## src/rtl/spi_adc_sampler.sv

```systemverilog
// SPI-master sampler for serial ADCs: round-robin channel scan, field extract, threshold flags.
// Latency: data/data_valid land in the cycle cs_n rises, 2*CLK_DIV*(FRAME_BITS+1) clk after cs_n falls.
// Backpressure: none; start_en is a level gating continuous conversions, sampled in IDLE and at end of GAP.
// Optional build macro SPI_ADC_AVG_EN: per-channel exponential averaging of the reported value.
module spi_adc_sampler #(
    parameter int CLK_DIV    = 4,
    parameter int FRAME_BITS = 16,
    parameter int LEAD_BITS  = 3,
    parameter int DATA_W     = 12,
    parameter int NUM_CH     = 1,
    parameter int GAP_CYCLES = 16,
    parameter logic [DATA_W-1:0] THRESH_HI = 12'hC00,
    parameter logic [DATA_W-1:0] THRESH_LO = 12'h100,
    localparam int CH_W = (NUM_CH > 1) ? $clog2(NUM_CH) : 1
) (
    input  logic              clk,
    input  logic              reset,
    input  logic              start_en,
    input  logic              miso,
    output logic              mosi,
    output logic              sck,
    output logic              cs_n,
    output logic [DATA_W-1:0] data,
    output logic [CH_W-1:0]   data_ch,
    output logic              data_valid,
    output logic              busy,
    output logic              above_hi,
    output logic              below_lo
);

    typedef enum logic [2:0] {
        S_IDLE,
        S_SETUP,
        S_SHIFT,
        S_HOLD,
        S_GAP
    } state_t;

    // One shared cycle counter serves both the SCK half-periods and the inter-frame gap.
    localparam int CNT_MAX = (CLK_DIV > GAP_CYCLES) ? CLK_DIV : GAP_CYCLES;
    localparam int CNT_W   = $clog2(CNT_MAX + 1);
    localparam int BIT_W   = $clog2(FRAME_BITS + 1);

    localparam logic [CNT_W-1:0] DIV_LAST  = CNT_W'(CLK_DIV - 1);
    localparam logic [CNT_W-1:0] GAP_LAST  = CNT_W'(GAP_CYCLES - 1);
    localparam logic [BIT_W-1:0] BIT_LAST  = BIT_W'(FRAME_BITS - 1);
    localparam logic [BIT_W-1:0] CAP_FIRST = BIT_W'(LEAD_BITS);
    localparam logic [BIT_W-1:0] CAP_END   = BIT_W'(LEAD_BITS + DATA_W);
    localparam logic [CH_W-1:0]  CH_LAST   = CH_W'(NUM_CH - 1);

    state_t                  state_q, state_d;
    logic [CNT_W-1:0]        cnt_q, cnt_d;
    logic [BIT_W-1:0]        bit_q, bit_d;
    logic                    phase_q, phase_d;   // 0: sck-low half, 1: sck-high half
    logic [CH_W-1:0]         ptr_q, ptr_d;
    logic [FRAME_BITS-1:0]   tx_sr_q, tx_sr_d;   // MSB drives mosi
    logic [DATA_W-1:0]       rx_sr_q, rx_sr_d;
    logic                    cs_n_q, cs_n_d;
    logic                    sck_q, sck_d;
    logic                    busy_q, busy_d;
    logic [DATA_W-1:0]       data_q;
    logic [CH_W-1:0]         data_ch_q;
    logic                    data_valid_q;
    logic                    above_hi_q, below_lo_q;

    logic                    sample_pt;
    logic                    frame_done;
    logic [FRAME_BITS-1:0]   tx_init;
    logic [DATA_W-1:0]       result;

    // Outgoing frame word: channel index in the first CH_W bits, MSB-first, rest zero.
    always_comb begin
        tx_init = '0;
        if (NUM_CH > 1) begin
            tx_init[FRAME_BITS-1 -: CH_W] = ptr_q;
        end
    end

    // Next-state logic for the frame sequencer, shift registers and registered pin levels.
    always_comb begin
        state_d    = state_q;
        cnt_d      = cnt_q;
        bit_d      = bit_q;
        phase_d    = phase_q;
        ptr_d      = ptr_q;
        tx_sr_d    = tx_sr_q;
        rx_sr_d    = rx_sr_q;
        sample_pt  = 1'b0;
        frame_done = 1'b0;

        case (state_q)
            S_IDLE: begin
                if (start_en) begin
                    state_d = S_SETUP;
                    cnt_d   = '0;
                    bit_d   = '0;
                    phase_d = 1'b0;
                    tx_sr_d = tx_init;
                end
            end
            S_SETUP: begin
                if (cnt_q == DIV_LAST) begin
                    state_d = S_SHIFT;
                    cnt_d   = '0;
                    bit_d   = '0;
                    phase_d = 1'b0;
                end else begin
                    cnt_d = cnt_q + 1'b1;
                end
            end
            S_SHIFT: begin
                // First cycle of the sck-high half is the rising-edge cycle.
                sample_pt = phase_q && (cnt_q == '0);
                if (cnt_q == DIV_LAST) begin
                    cnt_d = '0;
                    if (!phase_q) begin
                        phase_d = 1'b1;
                    end else begin
                        phase_d = 1'b0;
                        if (bit_q == BIT_LAST) begin
                            state_d = S_HOLD;
                            tx_sr_d = '0;
                        end else begin
                            // mosi advances together with the falling sck edge.
                            bit_d   = bit_q + 1'b1;
                            tx_sr_d = {tx_sr_q[FRAME_BITS-2:0], 1'b0};
                        end
                    end
                end else begin
                    cnt_d = cnt_q + 1'b1;
                end
            end
            S_HOLD: begin
                if (cnt_q == DIV_LAST) begin
                    state_d    = S_GAP;
                    cnt_d      = '0;
                    frame_done = 1'b1;
                    ptr_d      = (ptr_q == CH_LAST) ? '0 : ptr_q + 1'b1;
                end else begin
                    cnt_d = cnt_q + 1'b1;
                end
            end
            S_GAP: begin
                if (cnt_q == GAP_LAST) begin
                    cnt_d   = '0;
                    bit_d   = '0;
                    phase_d = 1'b0;
                    if (start_en) begin
                        state_d = S_SETUP;
                        tx_sr_d = tx_init;
                    end else begin
                        state_d = S_IDLE;
                    end
                end else begin
                    cnt_d = cnt_q + 1'b1;
                end
            end
            default: begin
                state_d = S_IDLE;
            end
        endcase

        if (sample_pt && (bit_q >= CAP_FIRST) && (bit_q < CAP_END)) begin
            rx_sr_d = {rx_sr_q[DATA_W-2:0], miso};
        end

        cs_n_d = !((state_d == S_SETUP) || (state_d == S_SHIFT) || (state_d == S_HOLD));
        sck_d  = (state_d == S_SHIFT) && phase_d;
        busy_d = (state_d != S_IDLE);
    end

`ifdef SPI_ADC_AVG_EN
    logic [DATA_W-1:0]     avg_q [NUM_CH];
    logic [NUM_CH-1:0]     seen_q;
    logic signed [DATA_W:0] avg_diff;
    logic signed [DATA_W:0] avg_step;
    logic signed [DATA_W:0] avg_sum;

    // avg += (sample - avg) >>> 2, floor rounding; first sample of a channel loads directly.
    always_comb begin
        avg_diff = $signed({1'b0, rx_sr_q}) - $signed({1'b0, avg_q[ptr_q]});
        avg_step = avg_diff >>> 2;
        avg_sum  = $signed({1'b0, avg_q[ptr_q]}) + avg_step;
        result   = seen_q[ptr_q] ? avg_sum[DATA_W-1:0] : rx_sr_q;
    end

    // Per-channel average state, written back on each completed frame.
    always_ff @(posedge clk) begin
        if (reset) begin
            seen_q <= '0;
            for (int i = 0; i < NUM_CH; i++) begin
                avg_q[i] <= '0;
            end
        end else if (frame_done) begin
            avg_q[ptr_q]  <= result;
            seen_q[ptr_q] <= 1'b1;
        end
    end
`else
    // Without averaging the raw captured field is reported.
    always_comb begin
        result = rx_sr_q;
    end
`endif

    // State, counters and registered outputs; reset also aborts any frame in flight.
    always_ff @(posedge clk) begin
        if (reset) begin
            state_q      <= S_IDLE;
            cnt_q        <= '0;
            bit_q        <= '0;
            phase_q      <= 1'b0;
            ptr_q        <= '0;
            tx_sr_q      <= '0;
            rx_sr_q      <= '0;
            cs_n_q       <= 1'b1;
            sck_q        <= 1'b0;
            busy_q       <= 1'b0;
            data_q       <= '0;
            data_ch_q    <= '0;
            data_valid_q <= 1'b0;
            above_hi_q   <= 1'b0;
            below_lo_q   <= 1'b0;
        end else begin
            state_q      <= state_d;
            cnt_q        <= cnt_d;
            bit_q        <= bit_d;
            phase_q      <= phase_d;
            ptr_q        <= ptr_d;
            tx_sr_q      <= tx_sr_d;
            rx_sr_q      <= rx_sr_d;
            cs_n_q       <= cs_n_d;
            sck_q        <= sck_d;
            busy_q       <= busy_d;
            data_valid_q <= frame_done;
            if (frame_done) begin
                data_q     <= result;
                data_ch_q  <= ptr_q;
                above_hi_q <= (result > THRESH_HI);
                below_lo_q <= (result < THRESH_LO);
            end
        end
    end

    assign mosi       = tx_sr_q[FRAME_BITS-1];
    assign sck        = sck_q;
    assign cs_n       = cs_n_q;
    assign data       = data_q;
    assign data_ch    = data_ch_q;
    assign data_valid = data_valid_q;
    assign busy       = busy_q;
    assign above_hi   = above_hi_q;
    assign below_lo   = below_lo_q;

endmodule

```

## config.mk

```make
export PLATFORM = sky130hd
export DESIGN_NAME = spi_adc_sampler
export DESIGN_NICKNAME = d
export VERILOG_FILES = /design/src/rtl/spi_adc_sampler.sv
export SDC_FILE = /design/constraint.sdc
export NUM_CORES = 1
export LEC_CHECK = 0
export ABC_CLOCK_PERIOD_IN_PS = 2000
export CAP_MARGIN = 15
export CELL_PAD_IN_SITES_DETAIL_PLACEMENT = 0
export CELL_PAD_IN_SITES_GLOBAL_PLACEMENT = 2
export CORE_MARGIN = 10
export CORE_UTILIZATION = 30
export DETAILED_ROUTE_END_ITERATION = 12
export GPL_TIMING_DRIVEN = 0
export HOLD_SLACK_MARGIN = 0.1
export PLACE_DENSITY_LB_ADDON = 0.1
export SLEW_MARGIN = 20
export SYNTH_ARGS = -nofsm -noshare
export SYNTH_HDL_FRONTEND = slang
export SYNTH_SLANG_ARGS = --single-unit
```

## constraint.sdc

```tcl
create_clock -name clk -period 2 [get_ports clk]
set_input_delay 0.4 -clock clk [delete_from_list [all_inputs] [get_ports clk]]
set_output_delay 0.4 -clock clk [all_outputs]
set_load 0.05 [all_outputs]
```

==> results of run 1 <==
-- power by group --
group | internal (mW) | total [mW] | switching (mW)
Clock | 0.492 | 0.818 | 0.326
Combinational | 0.0497 | 0.138 | 0.0878
Sequential | 0.882 | 0.888 | 0.00555
-- placed cells by master, fill, tap and decap left out, drive strengths merged, types with 2 or more instances in the layout --
master	count
a2111oi	3
a211oi	2
a21o	2
a21oi	20
a311oi	3
a31oi	6
and3	4
buf	10
bufinv	2
clkbuf	13
clkdlybuf4s50	20
conb	2
dfxtp	44
ha	7
inv	9
mux2i	13
nand2	30
nand2b	15
nand3	6
nand3b	2
nor2	14
nor2b	2
nor3	4
nor3b	2
nor4	6
o21a	3
o21ai	4
-- flip-flops by register name (all words and copies together) (netlist names) --
name	count
result	12
phase_q	1
state_q	3
above_hi	1
below_lo	1
data_valid	1
sck	1
data	12
busy	1
bit_q	5
cs_n	1
cnt_q	5
-- through the flow --
| stage | setup TNS, ns | cell area [sq um] |
|---|---|---|
| global route | -0.06057 | 2604 |
| floorplan | 0 | 2056 |
| global placement | -1.160 | 2352 |
| detailed placement | -1.221 | 2352 |
| CTS | -0.007137 | 2549 |
| finish | 0 | 2604 |
-- final cells by class --
class                   instances  area [sq um]
clock buffers                   5         68.82
flip-flops and latches         44         888.4
clock inverters                 2         60.06
inverters                       9         33.78
repair buffers                 25         237.7
fillers                       678          3855
well taps                      77         96.34
plain buffers                  13         72.57
multi-input cells             163          1146
-- worst min-delay path: cells and delay by family (launching register included) --
kind / cells / cell delay (ns)
AO/OA/AOI/OAI: 1 / 0.05
flip-flops: 1 / 0.31
AND/OR/NAND/NOR: 1 / 0.05
-- layer usage --
layer	routed length (um)	global-route usage	up-vias
met1	2687	0.1427	778
met5	0	0	-
li1	-	-	870
met3	294	0.03914	4
met4	31	0.02603	0
met2	2267	0.1531	26
-- timing repair --
action | in CTS | in global routing
pin swaps | 5 | 1
hold buffers | 0 | 0
gates resized for setup | 6 | 17
buffers inserted | 5 | 0
endpoints found under the setup margin | 24 | 31
-- cells in the mapped netlist, types with 6 or more instances --
cell type,instances
ha_1,7
nand2_1,30
nand3_1,6
nor4_1,6
a21oi_1,20
nor2_1,14
mux2i_1,13
inv_1,8
a31oi_1,6
nand2b_1,15
dfxtp_1,44
clkbuf_1,8
-- cells by family after synthesis --
logic type,Yosys count
and+or+nand+nor,92
AOI/OAI and AO/OA,49
DFF,44
buffers and inverters,22
muxes,13
adders and majority gates,7
other,1
-- final timing paths --
path | startpoint | cells after the start | to
min | data[3] | 2 | data[3]
min reg2reg | data[3] | 2 | data[3]
max reg2reg | cnt_q[1] | 8 | sck
max | cnt_q[1] | 8 | sck
==> key figures, run 1 <==
Run status
  – Status: finished clean

Global routing
  – Vias in the first global route: 1659
  – Grt ovf: 0
  – GRT Total Usage: 0.1051
  – First-pass GRT wire length: 8.659 mm
  – Initial antenna violation count: 0
  – Pin count of the biggest net entering global routing: 14

Clock network
  – CTS clk-pin slew, worst paths: 0.09 ns
  – Clock Path Buffers: 2
  – Worst-Skew Late Latency: 0.30 ns
  – CTS Sinks: 44
  – CTS tree: built
  – CTS Buf Count: 5
  – H-tree levels: 2
  – CTS root buffer: clkbuf_8

Finish
  – Share of layout cells above drive strength 1: 0.1533
  – Final std cells w/o fill: 338
  – Finished Core Util: 0.4031
  – Area Overhead vs Synth: 28.77%
  – Ant diodes: 0
  – Net count, final: 272

Critical path
  – Crit-path slowest cell: dfxtp_4
  – Crit path top cell by count: ha_4
  – Critical path type: reg2reg
  – Critical path arrival: 2.20 ns
  – Crit end category: flop
  – Startpoint Class: flop
  – Crit path buffers/inverters: 1
  – R2R setup slack: between 0.015 and 0.02 ns
  – Slowest stage delay, CP: 0.37 ns
  – Crit-path cells: ha_4, nor4b_4, inv_2, ha_4, or3b_4, a21oi_2, a31oi_2, nor3b_2
  – CP required: 2.22 ns
  – Crit path max-delay family: simple AND/OR/NAND/NOR gates
  – CP Max Fanout: 4

Timing
  – Final WS setup: just under 0.02 ns
  – Final hold viol count: 0
  – Fmax: 0.5050 GHz
  – Normalized max-slew margin: 0.5862
  – Fin. max-slew vios: 0
  – Setup violations, final: 0
  – Hold WS: around 0.46 ns
  – RSZ-0062 raised after global routing: true
  – Clock Skew: 0.006367 ns
  – Period utilisation layout: 0.9902
  – Tmin final: 1.980 ns
  – Worst-Margin Slew: 0.6191 ns

Run
  – MaxCap Viol Count: 0

Power
  – Power density cells: 707.8 nW/um^2
  – Leak: approximately 0.90 nW
  – Total Power Consumption: approximately 1.8 mW
  – Worst vdd ir: roughly 0.43 mV

Synth
  – Post-synth cell types: between 40 and 50
  – Synth Instances: roughly 230
  – Leading area contributor after synthesis: dfxtp_1
  – Synth Area in Simple Gates: 0.2469
  – YS warnings: 0
  – Synth Area in XOR/XNOR: 0
  – Synth Area in Adders: 0.04332
  – Post-synthesis compound-gate area fraction: 0.1590
  – Most used DFF post-synth: dfxtp_1
  – Post-synthesis register bit count: 44
  – Top cells by area, synth: dfxtp_1 44%, mux2i_1 6.4%, nand2_1 5.6%, a21oi_1 5.0%, nand2b_1 4.6%
  – Average size of a mapped cell: 8.868 sq um
  – Largest family of logic cells by synthesized area: simple AND/OR/NAND/NOR gates
  – Mux share of post-synthesis cell area: 0.06436
  – Top cell type's share of synthesized area: 0.4356
  – Synthesized cell area: around 2000 sq um
  – Share of the yosys chip area belonging to registers: 0.4356
  – Asr flop ratio synth: 0
  – EDFF count, synth: 0

Place
  – Detail Placement HPWL: 3.750 mm
  – Gpl congestion: just over 0.7
  – IO Port Bufs: 20
  – Placed Cells: 326
  – Setup WS pre-CTS: -0.2869 ns

Floorplanning
  – Chip Width: slightly above 100 um
  – I/O pin cnt: 24
  – Die area: ~10000 sq um
  – Core area: 6459 sq um
  – Rows: 29
  – Starting density of the core: 0.3131
  – Die Y: about 100 um

Route
  – Iteration-0 DRC Markers: 60
  – Drt pass-1 iters: 4
  – Vias/cell: 4.964
  – Detailed Route WL: 5.280 mm
  – Wire per inst: 15.62 um
  – Vias: between 1500 and 2000
  – DRC viols: 0
  – Post-DRT Antenna Nets: 0

Min path
  – Min-Delay Path Class: reg2reg
Note: power is estimated with default switching activity, not from simulation.
==> run 2, diff against run 1 <==
--- a/config.mk
+++ b/config.mk
@@ -9,6 +9,7 @@
 export CAP_MARGIN = 15
 export CELL_PAD_IN_SITES_DETAIL_PLACEMENT = 0
 export CELL_PAD_IN_SITES_GLOBAL_PLACEMENT = 2
+export CORE_ASPECT_RATIO = 0.7
 export CORE_MARGIN = 10
 export CORE_UTILIZATION = 30
 export DETAILED_ROUTE_END_ITERATION = 12
==> run 2 against run 1 <==
  * Combinational power barely moved
  * Via count rose by 0.89%
  * Routed wire length rose by 1.0%
==> key figures, run 2 (same netlist as run 1, synthesis figures left out) <==
Power
  – Clk pwr share: 0.366 (was 0.444)
  – Leak: 0.8990 nW (was 0.9007 nW)
  – Flop pwr share: 0.548 (was 0.482)
  – Gate power share: 0.086 (was 0.075)
  – P_int: 1.209 mW (was 1.424 mW)
  – Sw power: 0.4098 mW (was 0.4191 mW)
  – Worst vdd ir: 0.2408 mV (was 0.4251 mV)
  – Switch share: 0.2532 (was 0.2274)
  – Power density cells: 621.0 nW/um^2 (was 707.8 nW/um^2)

Run
  – MaxCap Viol Count: 0 (unchanged)

Finish
  – Net count, final: 274 (was 272)
  – Share of layout cells above drive strength 1: 0.1629 (was 0.1533)
  – Most frequent cells in the layout: 42 x dfxtp_1, 30 x nand2_1, 20 x clkdlybuf4s50_1 (unchanged)
  – Fillers: 649 (was 678)
  – Final std cells w/o fill: 355 (was 338)
  – Ant diodes: 0 (unchanged)
  – Area Overhead vs Synth: 28.90% (was 28.77%)
  – Commonest non-fill, non-tap cell in the layout: dfxtp_1 (unchanged)
  – Post-route design area: 2606 sq um (was 2604 sq um)

Critical path
  – CP required: 2.23 ns (was 2.22 ns)
  – CP Max Fanout: 4 (unchanged)
  – Crit end category: flop (unchanged)
  – Crit-path slowest cell: dfxtp_4 (unchanged)
  – Critical path type: reg2reg (unchanged)
  – Startpoint Class: flop (unchanged)
  – Slowest stage delay, CP: 0.37 ns (about the same)
  – Crit-path cells: ha_4, nor4b_4, inv_2, ha_4, or3b_4, a21oi_2, a31oi_2, nor3b_2 (unchanged)
  – Crit path top cell by count: ha_4 (unchanged)
  – Critical path arrival: 2.18 ns (was 2.20 ns)

Place
  – Gpl congestion: 0.7583 (was 0.7276)
  – Detail Placement HPWL: 3.819 mm (was 3.750 mm)
  – Post-DP Area: 2370 sq um (was 2352 sq um)
  – IO Port Bufs: 20 (unchanged)
  – Placed Cells: 340 (was 326)

Clock network
  – CTS tree: built (unchanged)
  – H-tree levels: 2 (unchanged)
  – CTS Buf Count: 5 (unchanged)
  – CTS root buffer: clkbuf_8 (unchanged)
  – Post-CTS Hold Fix Bufs: 0 (unchanged)
  – CTS clk-pin slew, worst paths: 0.09 ns (about the same)
  – Clock Path Buffers: 2 (unchanged)
  – CTS Sinks: 44 (unchanged)
  – Worst-Skew Late Latency: 0.30 ns (about the same)

Timing
  – Fin. max-slew vios: 0 (unchanged)
  – Final hold viol count: 0 (unchanged)
  – Setup violations, final: 0 (unchanged)
  – Period utilisation layout: 0.9753 (was 0.9902)
  – Clock Skew: 0.005626 ns (was 0.006367 ns)
  – Normalized max-slew margin: 0.5925 (was 0.5862)
  – RSZ-0062 raised after global routing: true (unchanged)
  – Total negative setup slack: 0 ns (unchanged)
  – Fmax: 0.5126 GHz (was 0.5050 GHz)
  – Worst-Margin Slew: 0.6048 ns (was 0.6191 ns)
  – Hold WS: 0.4551 ns (was 0.4556 ns)
  – Tmin final: 1.951 ns (was 1.980 ns)

Global routing
  – Pin count of the biggest net entering global routing: 14 (unchanged)
  – GRT Total Usage: 0.1018 (was 0.1051)
  – First-pass GRT wire length: 8.590 mm (was 8.659 mm)
  – Grt ovf: 0 (unchanged)
  – Initial antenna violation count: 0 (unchanged)
  – Vias in the first global route: 1577 (was 1659)

Floorplanning
  – Chip Width: 118.1 um (was 102.1 um)
  – Core area: 6396 sq um (was 6459 sq um)
  – I/O pin cnt: 24 (unchanged)
  – Starting density of the core: 0.3161 (was 0.3131)
  – Rows: 24 (was 29)
  – Die Y: 88.69 um (was 102.1 um)
  – Die area: 10480 sq um (was 10420 sq um)

Route
  – Post-DRT Antenna Nets: 0 (unchanged)
  – DRC viols: 0 (unchanged)
  – Detailed Route WL: 5.335 mm (was 5.280 mm)
  – Drt pass-1 iters: 4 (unchanged)
  – Vias/cell: 4.769 (was 4.964)
  – Wire per inst: 15.03 um (was 15.62 um)
  – Vias: 1693 (was 1678)
  – Iteration-0 DRC Markers: 52 (was 60)

Run status
  – Status: finished clean (unchanged)

Min path
  – Min-Delay Path Class: reg2reg (unchanged)
==> run 2: layout make-up <==
class | count | area [sq um] | share of cell area
buffer | 13 | 75.07 | 0.02880
clock buffer | 6 | 82.58 | 0.03169
clock inverter | 2 | 10.01 | 0.003841
inverter | 9 | 33.78 | 0.01296
multi-input combinational | 163 | 1150 | 0.4412
sequential | 44 | 888.4 | 0.3409
tap | 91 | 113.9 | 0.04369
timing repair buffer | 27 | 252.7 | 0.09698
==> run 2: path summary, 6_finish.rpt <==
kind | startpoint | endpoint | slack [ns] | depth (start not counted)
min | data[9] | data[9] | 0.46 | 2
max reg2reg | cnt_q[0] | sck | 0.05 | 8
min reg2reg | data[9] | data[9] | 0.46 | 2
max | cnt_q[0] | sck | 0.05 | 8
==> run 2: timing repair <==
item | in CTS | in global routing
endpoints found under the hold margin | 0 | 0
setup endpoints to repair | 26 | 33
gates cloned | 0 | 0
buffers inserted | 6 | 1
pin swaps | 2 | 4
resized for setup | 3 | 22
==> run 2: critical path, delay by kind of cell (launching register included) <==
| kind | cells | cell delay [ns] |
|---|---|---|
| simple gates | 3 | 0.83 |
| flops | 1 | 0.37 |
| fa+ha+maj | 2 | 0.36 |
| compound gates | 2 | 0.20 |
| buf+inv | 1 | 0.12 |
==> run 2: layer usage <==
metal / routed length (um) / track usage
met5: 0 / 0
met3: 322 / 0.03753
met1: 3087 / 0.1585
met4: 63 / 0.02685
met2: 1861 / 0.1205
==> run 2: power groups by stage <==
stage	Sequential, mW	Combinational (mW)	Clock (mW)
after floorplan	0.922	0.0764	0
after global placement	0.909	0.127	0
after detailed placement	0.910	0.125	0
after CTS	0.889	0.132	0.617
after global routing	0.889	0.150	0.651
final	0.888	0.139	0.592
==> run 2: per-stage QoR <==
step	utilization	total power, mW	setup WS (ns)
finish	0.4075	1.619	0.04933
global route	0.4075	1.690	-0.07160
CTS	0.3950	1.639	-0.04260
detailed placement	0.3705	1.035	-0.2510
global placement	0.3705	1.037	-0.2565
floorplan	-	0.9982	0.02052
